### src/rtl/ks_cipher_streamer_if.sv
// Character stream from the cipher streamer to the LCD writer.
// The master presents one ASCII character per transfer; a transfer
// happens on a rising edge where char_valid and char_ready are both high.
interface ks_cipher_streamer_if;
    logic       char_valid;
    logic       char_ready;
    logic [7:0] char_data;

    modport master (output char_valid, output char_data, input char_ready);
    modport slave  (input char_valid, input char_data, output char_ready);
endinterface

### src/rtl/ks_cipher_streamer.sv
// ks_cipher_streamer: XORs the serial A5/1 keystream against a stored
// plaintext vector and streams the ciphertext out as ASCII hex characters.
// The full ciphertext is kept in a register, so the keystream never has to
// wait for the LCD side; draining starts as soon as the first nibble lands.
// Optional feature macro: KS_SPACE_SEP_EN inserts a space (0x20) after every
// 8th hex character (never after the final one).
module ks_cipher_streamer #(
    parameter int NIBBLES = 56
) (
    input  logic                 clk,
    input  logic                 reset,
    input  logic                 start,
    input  logic                 ks_bit,
    input  logic                 ks_valid,
    input  logic [4*NIBBLES-1:0] plaintext,
    ks_cipher_streamer_if.master chr,
    output logic                 busy,
    output logic                 done,
    output logic                 overrun
);
    localparam int W  = 4 * NIBBLES;
    localparam int BW = $clog2(W + 1);
    localparam int RW = $clog2(NIBBLES + 1);

    typedef enum logic [1:0] {IDLE, RUN, DONE} state_t;

    state_t                  state_q, state_d;
    logic [W-1:0]            ct_q;
    logic [BW-1:0]           bit_cnt_q;
    logic [RW-1:0]           rd_nib_q;
    logic                    overrun_q;
    logic                    sep_pending;

    logic [BW-1:0]           bit_idx;
    logic [RW-1:0]           wr_nib;
    logic [RW-1:0]           rd_nib_inc;
    logic [RW-1:0]           nib_idx;
    logic [NIBBLES-1:0][3:0] ct_nib;
    logic [3:0]              cur_nib;
    logic [7:0]              hex_char;
    logic                    full;
    logic                    collect;
    logic                    xfer;
    logic                    last_xfer;

    // Bit k of a run is stored MSB-first, so nibble k sits at ct_nib[NIBBLES-1-k].
    assign full       = (bit_cnt_q == BW'(W));
    assign collect    = (state_q == RUN) && ks_valid && !full && !start;
    assign bit_idx    = BW'(W - 1) - bit_cnt_q;
    assign wr_nib     = RW'(bit_cnt_q >> 2);
    assign rd_nib_inc = rd_nib_q + RW'(1);
    assign nib_idx    = RW'(NIBBLES - 1) - rd_nib_q;
    assign ct_nib     = ct_q;
    assign cur_nib    = ct_nib[nib_idx];
    assign hex_char   = (cur_nib < 4'd10) ? (8'h30 + {4'h0, cur_nib})
                                          : (8'h37 + {4'h0, cur_nib});

    assign chr.char_valid = (state_q == RUN) && ((rd_nib_q < wr_nib) || sep_pending);
    assign xfer           = chr.char_valid && chr.char_ready;
    assign last_xfer      = xfer && !sep_pending && (rd_nib_inc == RW'(NIBBLES));

    // Output character: space while a separator is owed, else the hex digit; 0 when idle.
    always_comb begin
        chr.char_data = 8'h00;
        if (chr.char_valid)
            chr.char_data = sep_pending ? 8'h20 : hex_char;
    end

    // State register.
    always_ff @(posedge clk or posedge reset) begin
        if (reset) state_q <= IDLE;
        else       state_q <= state_d;
    end

    // Next state: start always (re)arms a run; the final hex transfer finishes it.
    always_comb begin
        state_d = state_q;
        if (start)
            state_d = RUN;
        else if ((state_q == RUN) && last_xfer)
            state_d = DONE;
    end

    // Ciphertext capture, read pointer and sticky overrun.
    always_ff @(posedge clk or posedge reset) begin
        if (reset) begin
            ct_q      <= '0;
            bit_cnt_q <= '0;
            rd_nib_q  <= '0;
            overrun_q <= 1'b0;
        end else if (start) begin
            ct_q      <= '0;
            bit_cnt_q <= '0;
            rd_nib_q  <= '0;
            overrun_q <= 1'b0;
        end else begin
            if (collect) begin
                ct_q[bit_idx] <= ks_bit ^ plaintext[bit_idx];
                bit_cnt_q     <= bit_cnt_q + BW'(1);
            end
            if ((state_q != IDLE) && ks_valid && full)
                overrun_q <= 1'b1;
            if (xfer && !sep_pending)
                rd_nib_q <= rd_nib_inc;
        end
    end

`ifdef KS_SPACE_SEP_EN
    logic sep_q;

    // Owe a space after every 8th hex character, except after the last nibble.
    always_ff @(posedge clk or posedge reset) begin
        if (reset)
            sep_q <= 1'b0;
        else if (start)
            sep_q <= 1'b0;
        else if (xfer) begin
            if (sep_q)
                sep_q <= 1'b0;
            else
                sep_q <= (rd_nib_inc[2:0] == 3'd0) && (rd_nib_inc != RW'(NIBBLES));
        end
    end

    assign sep_pending = sep_q;
`else
    assign sep_pending = 1'b0;
`endif

    assign busy    = (state_q == RUN);
    assign done    = (state_q == DONE);
    assign overrun = overrun_q;
endmodule

### src/flat_wrapper.sv
// flat-port wrapper written by rule: the top's interface ports become plain ports
module ks_cipher_streamer_flat 
#(
    parameter int NIBBLES = 56
)
  (clk, reset, start, ks_bit, ks_valid, plaintext, busy, done, overrun, chr_char_valid, chr_char_data, chr_char_ready);
  ks_cipher_streamer_if chr_i ();
  input  logic clk;
  input  logic reset;
  input  logic start;
  input  logic ks_bit;
  input  logic ks_valid;
  input  logic [4*NIBBLES-1:0] plaintext;
  output logic busy;
  output logic done;
  output logic overrun;
  output wire logic [$bits(chr_i.char_valid)-1:0] chr_char_valid;
  output wire logic [$bits(chr_i.char_data)-1:0] chr_char_data;
  input wire logic [$bits(chr_i.char_ready)-1:0] chr_char_ready;
  assign chr_char_valid = chr_i.char_valid;
  assign chr_char_data = chr_i.char_data;
  assign chr_i.char_ready = chr_char_ready;
  ks_cipher_streamer #(.NIBBLES(NIBBLES)) u_core (.clk(clk), .reset(reset), .start(start), .ks_bit(ks_bit), .ks_valid(ks_valid), .plaintext(plaintext), .chr(chr_i), .busy(busy), .done(done), .overrun(overrun));
endmodule
### config.mk
export PLATFORM = sky130hd
export DESIGN_NAME = ks_cipher_streamer_flat
export DESIGN_NICKNAME = d
export VERILOG_FILES = /design/src/rtl/ks_cipher_streamer_if.sv /design/src/rtl/ks_cipher_streamer.sv /design/src/flat_wrapper.sv
export SDC_FILE = /design/constraint.sdc
export NUM_CORES = 1
export LEC_CHECK = 0
export CORE_ASPECT_RATIO = 0.7
export CORE_UTILIZATION = 40
export CTS_BUF_LIST = sky130_fd_sc_hd__clkbuf_4
export CTS_CLUSTER_SIZE = 12
export DETAILED_ROUTE_END_ITERATION = 16
export HOLD_SLACK_MARGIN = 0.02
export SLEW_MARGIN = 5
export SYNTH_ARGS = -nofsm -noshare
export SYNTH_HDL_FRONTEND = slang
export SYNTH_SLANG_ARGS = --single-unit
### constraint.sdc
create_clock -name clk -period 16.81 [get_ports clk]
set_input_delay 2.5215 -clock clk [delete_from_list [all_inputs] [get_ports clk]]
set_output_delay 2.5215 -clock clk [all_outputs]
set_load 0.01 [all_outputs]
## Yosys cells after proc, flatten, opt, wreduce, memory -nomap -nowiden

Index checks and enable logic that the tools add are counted.

- Flip-flop bits (word level): 241
- Input port bits: 230
- Output and inout bits: 12
- Word-level logic and storage cells: 57

- Add/sub/neg operators: 6
- $lt $le $gt $ge: 5
- Equal/unequal tests: 4
- Multiplexer cells: 19
- Bitwise operators: 1
- Reductions and logical operators: 17

Operators with widths:

| operator | number |
|---|---|
| $mux 224 | 2 |
| $bwmux 224 | 1 |
| $mux 8 | 4 |
| $bmux 4 s6 | 1 |
| $add 6x4->7 const A | 2 |
| $mux 6 | 2 |
| $logic_and 1x1->1 | 10 |
| $reduce_bool 2->1 | 5 |
| $lt 8x9->1 const B | 1 |
| $add 8x1->8 const B | 1 |
| $bmux 1 s8 | 1 |
| $demux 1 s8 | 1 |
| $eq 8x8->1 const B | 1 |
| $ge 8x1->1 const B | 1 |
| $sub 8x8->8 const A | 1 |
| $lt 6x7->1 const B | 1 |
| $add 6x1->6 const B | 1 |
| $eq 6x6->1 const B | 1 |
| $lt 6x6->1 | 1 |
| $sub 6x6->6 const A | 1 |
| $lt 4x4->1 const B | 1 |
| $mux 1 | 4 |
| $mux 2 | 2 |
| $mux 4 | 1 |
| other kinds (4) | 5 |

## Longest topological paths before layout

- Depth in word-level cells: 8
- Gate-level depth with buffers: 17
- Depth with buffers taken out: 9

## Least setup slack after synthesis

OpenSTA, ideal clock, no wires.

- Kind: register to output
- Start point: reg u_core.rd_nib_q[0]
- End point: out chr_char_data[1]
- Data arrival time: 3.015 ns
- Data required time: 14.288 ns
- Slack: 11.273 ns
- Cell stages (with the launch flop): 10
- Path buffers: 3
- Path through: dfrtp_1 -> clkbuf_1 -> buf_2 -> buf_2 -> mux4_2 -> mux4_2 -> nand2_1 -> a31o_2 -> ha_1 -> a211oi_1

- Word-level cells in the longest chain between the ends: 6
- Elaborated cells on any way between the ends: 10
- Those cells by class: add/sub (3); order compare (2); mux (4); reduce/logical (1)

RTL lines:

| what | RTL line | text |
|---|---|---|
| start: declaration | ks_cipher_streamer.sv:30 | `logic [RW-1:0] rd_nib_q;` |
| start signal: assignment | ks_cipher_streamer.sv:104 | `rd_nib_q <= rd_nib_inc;` |
| $sub 6x6->6 | ks_cipher_streamer.sv:52 | `assign nib_idx = RW'(NIBBLES - 1) - rd_nib_q;` |
| $bmux 4 s6 | ks_cipher_streamer.sv:54 | `assign cur_nib = ct_nib[nib_idx];` |
| $mux 4 (not written as such) | ks_cipher_streamer.sv:54 |  |
| $add 6x4->7, or another cell as far along | ks_cipher_streamer.sv:56 | `: (8'h37 + {4'h0, cur_nib});` |
| $mux 8 | ks_cipher_streamer.sv:55 | `assign hex_char = (cur_nib < 4'd10) ? (8'h30 + {4'h0, cur_nib})` |
| $mux 8 (*) | ks_cipher_streamer.sv:65 | `if (chr.char_valid)` |
| end: declaration | flat_wrapper.sv:18 | `output wire logic [$bits(chr_i.char_data)-1:0] chr_char_data;` |

Every way passes the cells marked *; elsewhere a longest branch is shown, timed or not. The select of a mux whose other input is x is not followed.

## Final worst setup path

Ends and elaborated chain as after synthesis.

==> results.sh <==
export IMPL_run_status="complete, no violations"
export IMPL_grt_first_pass_wirelength_um=111000
export IMPL_main_combinational_cell_family_by_area_after_synthesis="compound AO/OA/AOI/OAI gates"
export IMPL_critical_path_cell_chain="buf_4 > mux4_2 > mux2i_1 > o22ai_1 > a221oi_1 > a31o_2 > ha_1 > a211oi_1 > clkdlybuf4s50_1"
export IMPL_top_level_ports=242
export IMPL_gpl_congestion=0.969
export IMPL_power_net_switching_mw=0.413
export IMPL_max_slew_worst_pin_slew_ps=1340
export IMPL_root_driver="clkbuf_4"
export IMPL_clk_skew_ps=84.7
export IMPL_synth_seq_area_share_pct=31.1
export IMPL_criticalPathCategory="reg -> out"
export IMPL_synth_adder_area_share_pct=1.03
export IMPL_antenna_found_initial=1
export IMPL_number_of_buffers_inserted_by_post_cts_setup_repair=0
export IMPL_globalRouteTotalUtil_pct=28.9
export IMPL_overflow=0
export IMPL_syn_cell_area_um2=19400
export IMPL_power_combinational_fraction_pct=17.6
export IMPL_yosys_warnings=0
export IMPL_yosys_most_used_dff="dfrtp_1"
export IMPL_clock_path_buffers=3
export IMPL_wl_per_cell_um=26.4
export IMPL_number_of_enable_flip_flop_cells_after_synthesis=0
export IMPL_die_width_um=265
export IMPL_drc=0
export IMPL_yosys_area_share_xor_xnor_pct=0.543
export IMPL_design_die_area_um2=49300
export IMPL_post_cts_hold_buffer_count=0
export IMPL_final_layout_size_suffix_gt1_share_pct=17.4
export IMPL_grt_pass1_vias=18200
export IMPL_fin_ws_ps=9260
export IMPL_post_synth_cell_area_avg_um2=9.67
export IMPL_tritoncts_num_sinks=241
export IMPL_worst_endpoint_required_ps=14290
export IMPL_powerDensity_nw_per_um2=58.9
export IMPL_layout_commonest_cell="nand2_1"
export IMPL_ys_seq_elements=241
export IMPL_drt_iter0_markers=2139
export IMPL_std_cell_rows=67
export IMPL_critical_path_max_stage_delay_ps=910
export IMPL_area_growth_synth_to_final_pct=16.3
export IMPL_postPlaceCellArea_um2=21800
export IMPL_post_place_cells=2633
export IMPL_synthesis_nets=2250
export IMPL_crit_fanout=32
export IMPL_initial_utilization_pct=40.5
export IMPL_floorplan_core_area_um2=47800
export IMPL_hp_class="reg -> reg"
export IMPL_drv_max_cap_violation_count=0
export IMPL_crit_slowest_cell="dfrtp_4"
export IMPL_grt_setup_unrepaired="no"
export IMPL_synthesis_instances=2004
export IMPL_pin_count_of_the_biggest_net_entering_global_routing=129
export IMPL_drt_pass1_iter_count=11
export IMPL_synth_lib_cells_used_distinct=57
export IMPL_postRouteWirelength_um=72100
export IMPL_setup_violations=0
export IMPL_synth_compound_area_share_pct=24.4
export IMPL_mostFrequentLayoutCells="247 x nand2_1, 239 x clkdlybuf4s50_1, 238 x dfrtp_1"
export IMPL_cts_buffers_inserted=61
export IMPL_drt_vias_per_instance=6.87
export IMPL_p_leak_nw=7.45
export IMPL_setup_total_negative_slack_ps=0
export IMPL_async_flop_share_pct=100
export IMPL_buffer_ports_inserted=240
export IMPL_area_of_all_placed_cells_without_fillers_um2=22500
export IMPL_power_clock_fraction_pct=38.2
export IMPL_cell_internal_pwr_mw=0.913
export IMPL_post_cts_resized=0
export IMPL_timing_max_slew_rel_slack_pct=10.4
export IMPL_clkTransAtPathRegs_ps=80
export IMPL_clock_fmax_mhz=132
export IMPL_finalCoreUtilization_pct=47.1
export IMPL_arrival_ps=5030
export IMPL_finalNetCount=2321
export IMPL_post_layout_nonfiller_instances=2731
export IMPL_detailedPlace_worstSlack_ps=9970
export IMPL_dr_total_vias=18800
export IMPL_clock_tree_from_tritoncts="done"
export IMPL_cts_htree_levels=2
export IMPL_antenna_violating_nets_post_route=0
export IMPL_hold_viol=0
export IMPL_cp_end_kind="output port"
export IMPL_area_fraction_in_and_or_nand_and_nor_cells_after_synthesis_pct=21.6
export IMPL_report_power_total_mw=1.33
export IMPL_report_final_slew_viol_count=0
export IMPL_p_sw_share_pct=31.2
export IMPL_clkLatencyLatePin_ps=800
export IMPL_power_share_sequential_pct=44.2
export IMPL_muxShareOfSynthArea_pct=14.8
export IMPL_timing_hold_ws_ps=518
export IMPL_min_period_over_period_pct=44.9
export IMPL_final_min_clock_period_ps=7550
export IMPL_crit_path_start_kind="register"
export IMPL_worst_vdd_rail_ir_drop_mv=0.0381
export IMPL_dp_final_hpwl_um=42800
export IMPL_dieHeight_um=186
[kinds of logic (layout without fill, tap and decap cells)]
logic type               after synthesis  after routing
AND/OR/NAND/NOR                      802            802
AO/OA/AOI/OAI                        473            473
buffers and inverters                295            400
flip-flops                           241            241
multiplexers                         164            164
adder cells (fa/ha/maj)               16             16
XOR/XNOR                              12             12
other                                  1              2
[final cells by class]
class	count	area, um2
clock buffers	90	676
inverters	16	67.6
clock inverters	7	31.3
repair buffers	287	2750
diodes	1	2.50
multi-input cells	1468	12200
flip-flops and latches	241	6040
well taps	621	777
fillers	4419	25300
[worst paths after layout]
check | startpoint | end | slack [ps] | cells past startpoint
setup / recovery | u_core.rd_nib_q[0] | chr_char_data[1] | 9260 | 9
hold / removal | u_core.overrun | u_core.overrun | 520 | 2
setup reg to reg | u_core.bit_cnt_q[5] | u_core.ct_nib[6] | 11060 | 11
hold reg to reg | u_core.overrun | u_core.overrun | 520 | 2
max in group asynchronous | reset | u_core.ct_nib[88] | 12230 | 4
min in group asynchronous | reset | u_core.ct_nib[173] | 2240 | 2
[synthesized netlist by cell type (14+ instances only)]
cell type / instances / share of area, %
mux4_2: 98 / 11
a21oi_1: 14 / 0.36
clkbuf_1: 213 / 4.1
nor2_1: 191 / 3.7
nand2_1: 247 / 4.8
ha_1: 16 / 1.0
dfrtp_1: 241 / 31
buf_2: 27 / 0.70
nand4_1: 68 / 2.2
a22oi_1: 24 / 0.93
nand3b_1: 224 / 8.7
nand3_1: 14 / 0.36
inv_1: 14 / 0.27
o311ai_0: 124 / 5.6
o41ai_1: 160 / 7.2
buf_1: 20 / 0.39
and3_1: 18 / 0.58
mux2i_1: 64 / 3.3
o311ai_2: 100 / 8.4
[layer usage]
metal	GRT usage [%]	up-vias	wire [um]
met3	7.69	166	7170
met1	41.5	9538	31600
met5	0	-	0
met4	9.85	0	2110
met2	41.9	961	31200
li1	-	8103	-
[sequential cells by signal (all words and copies together) (netlist names)]
register	flops
u_core.bit_cnt_q	8
u_core.overrun	1
u_core.ct_nib	224
u_core.state_q	2
u_core.rd_nib_q	6
[power by group through the flow]
stage               sequential (mW)  clock [mW]  combinational, mW
floorplan                     0.592           0              0.143
global placement              0.597           0              0.229
CTS                           0.586       0.517              0.230
global route                  0.586       0.544              0.246
detailed placement            0.598           0              0.230
finish                        0.586       0.507              0.233
[worst max-delay path: cells and delay by family, from the launching register on]
kind                     cells  cell delay [ps]
buffers and inverters        2             1260
flip-flops                   1              910
AO/OA/AOI/OAI                4              890
multiplexers                 2              950
adder cells (fa/ha/maj)      1              240
Note: power is estimated with default switching activity, not from simulation.
